## src/rtl/muldiv_sequencer_if.sv

```systemverilog
// Request/result bundle between execute control and the multiply/divide sequencer.
// The master side issues MULT/DIV requests and MTHI/MTLO writes; the slave side
// returns the stall request, status flags and the HI/LO pair.
interface muldiv_sequencer_if #(
    parameter int unsigned DataWidth = 32
);
    logic                 start;
    logic [1:0]           op;
    logic [DataWidth-1:0] operand_a;
    logic [DataWidth-1:0] operand_b;
    logic                 hi_write;
    logic                 lo_write;
    logic [DataWidth-1:0] write_data;

    logic                 stall;
    logic                 busy;
    logic                 done;
    logic [DataWidth-1:0] hi;
    logic [DataWidth-1:0] lo;

    modport master (
        output start, op, operand_a, operand_b, hi_write, lo_write, write_data,
        input  stall, busy, done, hi, lo
    );

    modport slave (
        input  start, op, operand_a, operand_b, hi_write, lo_write, write_data,
        output stall, busy, done, hi, lo
    );
endinterface

```

## src/rtl/muldiv_sequencer.sv

```systemverilog
// Iterative multiply/divide sequencer owning the HI/LO pair.
// Radix-2 shift-add multiply or restoring divide on operand magnitudes, one bit
// per cycle over DataWidth cycles, followed by a sign-fix/commit cycle.
// op encoding: 00 MULT, 01 MULTU, 10 DIV, 11 DIVU.
module muldiv_sequencer #(
    parameter int unsigned DataWidth = 32
) (
    input logic               clk_i,
    input logic               rst_i,
    muldiv_sequencer_if.slave bus
);
    localparam int unsigned CntW = (DataWidth > 1) ? $clog2(DataWidth) : 1;
    localparam logic [CntW-1:0]      LastCnt = CntW'(DataWidth - 1);
    localparam logic [DataWidth-1:0] MinVal  = {1'b1, {(DataWidth - 1){1'b0}}};

    typedef enum logic [1:0] {
        StIdle,
        StRun,
        StFix
    } state_e;

    state_e               state_q, state_d;
    logic [CntW-1:0]      count_q, count_d;
    logic                 busy_q, busy_d;
    logic                 done_q, done_d;
    logic [DataWidth-1:0] hi_q, hi_d;
    logic [DataWidth-1:0] lo_q, lo_d;

    // opnd: multiplicand (mul) or divisor (div) magnitude.
    // shreg: multiplier shifting out / product low half (mul),
    //        dividend shifting out / quotient shifting in (div).
    // rem: product high half (mul) or partial remainder (div).
    logic [DataWidth-1:0] opnd_q, opnd_d;
    logic [DataWidth-1:0] shreg_q, shreg_d;
    logic [DataWidth-1:0] rem_q, rem_d;
    logic [DataWidth-1:0] orig_a_q, orig_a_d;
    logic                 is_div_q, is_div_d;
    logic                 res_neg_q, res_neg_d;
    logic                 a_neg_q, a_neg_d;
    logic                 div_zero_q, div_zero_d;
    logic                 ovf_q, ovf_d;

    // Operand decode for a new request.
    logic                 signed_op;
    logic                 in_a_neg;
    logic                 in_b_neg;
    logic [DataWidth-1:0] mag_a;
    logic [DataWidth-1:0] mag_b;

    // Datapath for one iteration and for the final fix-up.
    logic [DataWidth:0]     add_sum;
    logic [DataWidth:0]     shifted;
    logic [DataWidth:0]     trial;
    logic [2*DataWidth-1:0] prod;
    logic [2*DataWidth-1:0] prod_fix;
    logic [DataWidth-1:0]   quo_fix;
    logic [DataWidth-1:0]   rem_fix;

    // Decode request operands into magnitudes and sign flags.
    always_comb begin
        signed_op = ~bus.op[0];
        in_a_neg  = signed_op & bus.operand_a[DataWidth-1];
        in_b_neg  = signed_op & bus.operand_b[DataWidth-1];
        mag_a     = in_a_neg ? -bus.operand_a : bus.operand_a;
        mag_b     = in_b_neg ? -bus.operand_b : bus.operand_b;
    end

    // Iteration arithmetic and sign correction of the finished magnitudes.
    always_comb begin
        add_sum  = {1'b0, rem_q} + {1'b0, (shreg_q[0] ? opnd_q : {DataWidth{1'b0}})};
        shifted  = {rem_q, shreg_q[DataWidth-1]};
        // Bit DataWidth set means the trial subtraction went negative: restore.
        trial    = shifted - {1'b0, opnd_q};
        prod     = {rem_q, shreg_q};
        prod_fix = res_neg_q ? -prod : prod;
        quo_fix  = res_neg_q ? -shreg_q : shreg_q;
        rem_fix  = a_neg_q ? -rem_q : rem_q;
    end

    // Next-state logic for the FSM and datapath registers.
    always_comb begin
        state_d    = state_q;
        count_d    = count_q;
        done_d     = 1'b0;
        hi_d       = hi_q;
        lo_d       = lo_q;
        opnd_d     = opnd_q;
        shreg_d    = shreg_q;
        rem_d      = rem_q;
        orig_a_d   = orig_a_q;
        is_div_d   = is_div_q;
        res_neg_d  = res_neg_q;
        a_neg_d    = a_neg_q;
        div_zero_d = div_zero_q;
        ovf_d      = ovf_q;

        case (state_q)
            StIdle: begin
                if (bus.start) begin
                    // Start takes priority; a coincident MTHI/MTLO is dropped.
                    state_d    = StRun;
                    count_d    = '0;
                    rem_d      = '0;
                    is_div_d   = bus.op[1];
                    a_neg_d    = in_a_neg;
                    res_neg_d  = in_a_neg ^ in_b_neg;
                    opnd_d     = bus.op[1] ? mag_b : mag_a;
                    shreg_d    = bus.op[1] ? mag_a : mag_b;
                    orig_a_d   = bus.operand_a;
                    div_zero_d = bus.op[1] && (bus.operand_b == '0);
                    ovf_d      = (bus.op == 2'b10) && (bus.operand_a == MinVal) &&
                                 (bus.operand_b == {DataWidth{1'b1}});
                end else begin
                    if (bus.hi_write) hi_d = bus.write_data;
                    if (bus.lo_write) lo_d = bus.write_data;
                end
            end

            StRun: begin
                if (is_div_q) begin
                    if (!trial[DataWidth]) begin
                        rem_d   = trial[DataWidth-1:0];
                        shreg_d = {shreg_q[DataWidth-2:0], 1'b1};
                    end else begin
                        rem_d   = shifted[DataWidth-1:0];
                        shreg_d = {shreg_q[DataWidth-2:0], 1'b0};
                    end
                end else begin
                    // Add-then-shift-right keeps the carry of the partial sum.
                    rem_d   = add_sum[DataWidth:1];
                    shreg_d = {add_sum[0], shreg_q[DataWidth-1:1]};
                end
                count_d = count_q + CntW'(1);
                if (count_q == LastCnt) begin
                    state_d = StFix;
                    count_d = '0;
                end
            end

            StFix: begin
                if (!is_div_q) begin
                    hi_d = prod_fix[2*DataWidth-1:DataWidth];
                    lo_d = prod_fix[DataWidth-1:0];
                end else if (div_zero_q) begin
                    hi_d = orig_a_q;
                    lo_d = {DataWidth{1'b1}};
                end else if (ovf_q) begin
                    hi_d = '0;
                    lo_d = MinVal;
                end else begin
                    hi_d = rem_fix;
                    lo_d = quo_fix;
                end
                done_d  = 1'b1;
                state_d = StIdle;
            end

            default: state_d = StIdle;
        endcase

        busy_d = (state_d != StIdle);
    end

    // State and datapath registers with synchronous active-high reset.
    always_ff @(posedge clk_i) begin
        if (rst_i) begin
            state_q    <= StIdle;
            count_q    <= '0;
            busy_q     <= 1'b0;
            done_q     <= 1'b0;
            hi_q       <= '0;
            lo_q       <= '0;
            opnd_q     <= '0;
            shreg_q    <= '0;
            rem_q      <= '0;
            orig_a_q   <= '0;
            is_div_q   <= 1'b0;
            res_neg_q  <= 1'b0;
            a_neg_q    <= 1'b0;
            div_zero_q <= 1'b0;
            ovf_q      <= 1'b0;
        end else begin
            state_q    <= state_d;
            count_q    <= count_d;
            busy_q     <= busy_d;
            done_q     <= done_d;
            hi_q       <= hi_d;
            lo_q       <= lo_d;
            opnd_q     <= opnd_d;
            shreg_q    <= shreg_d;
            rem_q      <= rem_d;
            orig_a_q   <= orig_a_d;
            is_div_q   <= is_div_d;
            res_neg_q  <= res_neg_d;
            a_neg_q    <= a_neg_d;
            div_zero_q <= div_zero_d;
            ovf_q      <= ovf_d;
        end
    end

    // Stall covers the accepting cycle combinationally, then every non-idle cycle.
    always_comb begin
        bus.stall = (state_q != StIdle) || ((state_q == StIdle) && bus.start);
        bus.busy  = busy_q;
        bus.done  = done_q;
        bus.hi    = hi_q;
        bus.lo    = lo_q;
    end
endmodule

```

## src/flat_wrapper.sv

```systemverilog
// flat-port wrapper written by rule: the top's interface ports become plain ports
module muldiv_sequencer_flat 
#(
    parameter int unsigned DataWidth = 32
)
  (clk_i, rst_i, bus_start, bus_op, bus_operand_a, bus_operand_b, bus_hi_write, bus_lo_write, bus_write_data, bus_stall, bus_busy, bus_done, bus_hi, bus_lo);
  muldiv_sequencer_if #(.DataWidth(DataWidth)) bus_i ();
  input logic clk_i;
  input logic rst_i;
  input wire logic [$bits(bus_i.start)-1:0] bus_start;
  input wire logic [$bits(bus_i.op)-1:0] bus_op;
  input wire logic [$bits(bus_i.operand_a)-1:0] bus_operand_a;
  input wire logic [$bits(bus_i.operand_b)-1:0] bus_operand_b;
  input wire logic [$bits(bus_i.hi_write)-1:0] bus_hi_write;
  input wire logic [$bits(bus_i.lo_write)-1:0] bus_lo_write;
  input wire logic [$bits(bus_i.write_data)-1:0] bus_write_data;
  output wire logic [$bits(bus_i.stall)-1:0] bus_stall;
  output wire logic [$bits(bus_i.busy)-1:0] bus_busy;
  output wire logic [$bits(bus_i.done)-1:0] bus_done;
  output wire logic [$bits(bus_i.hi)-1:0] bus_hi;
  output wire logic [$bits(bus_i.lo)-1:0] bus_lo;
  assign bus_i.start = bus_start;
  assign bus_i.op = bus_op;
  assign bus_i.operand_a = bus_operand_a;
  assign bus_i.operand_b = bus_operand_b;
  assign bus_i.hi_write = bus_hi_write;
  assign bus_i.lo_write = bus_lo_write;
  assign bus_i.write_data = bus_write_data;
  assign bus_stall = bus_i.stall;
  assign bus_busy = bus_i.busy;
  assign bus_done = bus_i.done;
  assign bus_hi = bus_i.hi;
  assign bus_lo = bus_i.lo;
  muldiv_sequencer #(.DataWidth(DataWidth)) u_core (.clk_i(clk_i), .rst_i(rst_i), .bus(bus_i));
endmodule
```

## config.mk

```make
export PLATFORM = sky130hd
export DESIGN_NAME = muldiv_sequencer_flat
export DESIGN_NICKNAME = d
export VERILOG_FILES = /design/src/rtl/muldiv_sequencer_if.sv /design/src/rtl/muldiv_sequencer.sv /design/src/flat_wrapper.sv
export SDC_FILE = /design/constraint.sdc
export NUM_CORES = 1
export LEC_CHECK = 0
export ABC_AREA = 1
export ABC_CLOCK_PERIOD_IN_PS = 3600
export CAP_MARGIN = 20
export CORE_UTILIZATION = 60
export CTS_CLUSTER_SIZE = 28
export DETAILED_ROUTE_END_ITERATION = 10
export PLACE_DENSITY = 0.85
export SKIP_LAST_GASP = 1
export SLEW_MARGIN = 40
export SYNTH_ARGS = -nofsm -noshare
export SYNTH_HDL_FRONTEND = slang
export SYNTH_SLANG_ARGS = --single-unit
```

## constraint.sdc

```tcl
create_clock -name clk_i -period 3.6 [get_ports clk_i]
set_input_delay 0.72 -clock clk_i [delete_from_list [all_inputs] [get_ports clk_i]]
set_output_delay 0.72 -clock clk_i [all_outputs]
set_load 0.01 [all_outputs]
```

==> reports/results.ini <==
[outcome]
status = completed

[power_and_ir_drop]
p_per_area_nw_per_um2 = 364
ir_drop_v = 0.000352
p_clk_share_pct = 28.8
internal_power_mw = 4.73
p_comb_share_pct = 38.7
leakage_nw = 11.1
p_sw_mw = 3.50
pwr-share-seq_pct = 32.5
power.total_mw = 8.23
switching_share_pct = 42.5

[synthesis]
ys_seq_area_share_pct = 20.9
ys_warn_count = 0
synthArstFlopShare_pct = 0
synth.cell_area_sq_um = 19800
synth_area_leaders = nand2_1 (21%), dfxtp_1 (21%), inv_1 (9.1%)
yosysMostFrequentCell = nand2_1
synth_area_leader_cell = nand2_1
syn_nets = 3745
synth-edff-count = 0
postSynthCellCount = 3569
synth_common_cells = nand2_1 (1,116), inv_1 (478), nand3_1 (326), o21ai_0 (312), nor2_1 (293)
syn_area_per_cell_sq_um = 5.54
synth_top_area_share_pct = 21.2
synthFlopType = dfxtp_1
ys_types = 54
ys_ff_latch = 206

[worst_setup_path]
cp-start-kind = input port
worst-path-stages = 4
crit_type = in2out
crit_chain = clkdlybuf4s50_1, nor2_1, nand2_1, clkdlybuf4s50_1
cp_num_buf_inv = 2
critPathMaxFanout = 4
critPathMaxStageDelay_ns = 0.65
critPathCaptureType = output pin
r2r_start = u_core.rem_q[5]
arrival_ns = 2.45
critical_path.top_delay_family = buffers and inverters
critPathRequiredTime_ns = 2.88
cp_slowest_cell = nor2_1
ff2ff_path_depth = 14
rr_endpoint = u_core.rem_q[4]
cpMostUsedCell = clkdlybuf4s50_1
regToRegSetupSlack_ns = 0.51

[detailed_routing]
drtAntennaViolNets = 0
routed_via_density = 6.15
top_layer_used = met5
drt-total-wl_um = 85200
vias = 25400
routedWlPerCell_um = 20.6
first_pass_iters = 7
drc = 0
wl_met2_um = 34000
drt_iter0_drc = 3915
routedLengthMet1_um = 31500
wl_met3_um = 13700

[grt]
grt_max_degree = 78
overflow = 0
grt_pass1_wl_um = 126000
antenna_found_initial = 1
grt_pass1_vias = 22200
grt_usage_pct = 48.9

[cells_and_area]
nFillCells = 3048
n_antenna_cell = 0
final_util_pct = 69.7
multi_input_comb_area_sq_um = 13200
drive_above_1_share_pct = 4.09
layout.nets = 3846
register_area_sq_um = 4130
area_delta_synth_final_pct = 14.4

[clocking]
clock_latency_ns = 0.55
cts.htree.levels = 1
ctsRootBufferMaster = clkbuf_16
cts_buffers = 24
clkSinkCount = 206
ctsLongestPathBuffers = 3
cts_resized = 0
cts.reportedPaths.clkPinSlew_ns = 0.06
cts_tree = yes
cts_setup_buffers = 0
postCtsHoldBufs = 0

[timing]
slew_headroom_pct = 44.6
fin_crit_ns = 3.17
setup_viol = 0
hold_viol_final = 0
rsz0062_at_grt = false
min_period_over_period_pct = 88.2
setup_slack_ns = 0.426
finClkSkew_ns = 0.0194
fin_tns_setup_ns = 0
tightest_slew_ns = 0.831
drv_slew = 0
max_freq_ghz = 0.315

[floorplan]
num_io_pins = 170
fp.dieW_um = 183
initial_core_util_pct = 60.9
num_rows = 66
core_area_sq_um = 32500
die-height_um = 183
design.die.area_sq_um = 33700

[worst_hold_path]
hold_class = reg2reg
hold_depth = 2
hold_start = u_core.count_q[3]
hold-path-endpoint = u_core.count_q[3]

[flow_run]
drv_cap = 0

[placement]
pre_cts_ws_ns = 0.433
place.gp.congestion = 1.19
port_buffers = 169
detailed_place_hpwl_um = 66200

power groups by stage:
| stage | Combinational (mW) | Clock, mW | Sequential (mW) |
|---|---|---|---|
| floorplan | 2.04 | 0 | 2.61 |
| global placement | 2.96 | 0 | 2.68 |
| detailed placement | 3.01 | 0 | 2.69 |
| CTS | 3.03 | 2.34 | 2.64 |
| global route | 3.43 | 2.43 | 2.67 |
| finish | 3.18 | 2.37 | 2.67 |
layout make-up:
type | count | area share (%)
Multi-Input combinational cell | 2726 | 58.4
Sequential cell | 206 | 18.2
Timing Repair Buffer | 224 | 9.52
Inverter | 488 | 8.12
Clock buffer | 29 | 2.83
Tap cell | 442 | 2.45
Clock inverter | 15 | 0.487
state kept, by name (all words and copies together), names as in the netlist:
signal / cells
u_core.res_neg_q: 1
u_core.ovf_q: 1
u_core.bus.lo: 32
u_core.div_zero_q: 1
u_core.bus.done: 1
u_core.shreg_q: 32
u_core.bus.hi: 32
u_core.opnd_q: 32
u_core.a_neg_q: 1
u_core.rem_q: 32
u_core.state_q: 2
u_core.bus.busy: 1
u_core.count_q: 5
u_core.orig_a_q: 32
u_core.is_div_q: 1
logic make-up (layout without fill, tap and decap cells):
family                     count (synthesis)  in the layout  synth area share (%)
adders and majority gates                 73             73                  4.70
xor gates and xnor gates                  55             55                  2.44
DFF                                      206            206                  20.9
AOI/OAI and AO/OA                        713            713                  19.5
buffers and inverters                    637            756                  12.4
and+or+nand+nor                         1885           1885                  40.1
how the worst max path moves through the flow:
stage	from	end	slack [ns]
after floorplan	u_core.shreg_q[0]	u_core.rem_q[25]	1.01
after global placement	bus_operand_a[0]	u_core.opnd_q[22]	0.49
after detailed placement	bus_operand_b[0]	u_core.opnd_q[20]	0.43
after CTS	bus_start	bus_stall	0.52
after global routing	u_core.rem_q[0]	u_core.rem_q[0]	0.31
final	bus_start	bus_stall	0.43
worst min-delay path, delay by kind of cell (launching register included):
kind	cells	cell delay, ns
flops	1	0.31
simple gates	1	0.06
compound gates	1	0.06
cells in the final DEF (no fill, tap or decap), drive strengths merged, types with 56 or more instances in the layout:
| cell type | n |
|---|---|
| nand3 | 327 |
| buf | 56 |
| inv | 486 |
| o21ai | 323 |
| a21oi | 272 |
| clkdlybuf4s50 | 168 |
| dfxtp | 206 |
| nand2 | 1128 |
| ha | 71 |
| nor2 | 308 |
per-layer routing:
| metal | up-vias | track usage [%] |
|---|---|---|
| met2 | 1977 | 71.1 |
| met4 | 2 | 29.0 |
| met1 | 11300 | 63.9 |
| met5 | - | 0 |
| met3 | 336 | 14.2 |
| li1 | 11800 | - |
metrics by stage:
stage	std cells	hold WS, ns	instance area (sq um)
2_1_floorplan	3569	0.430	19800
3_3_place_gp	4086	0.444	21900
3_5_place_dp	4086	0.465	21900
4_1_cts	4130	0.474	22600
5_1_grt	4130	0.489	22600
6_report	4130	0.476	22600
Note: power is estimated with default switching activity, not from simulation.
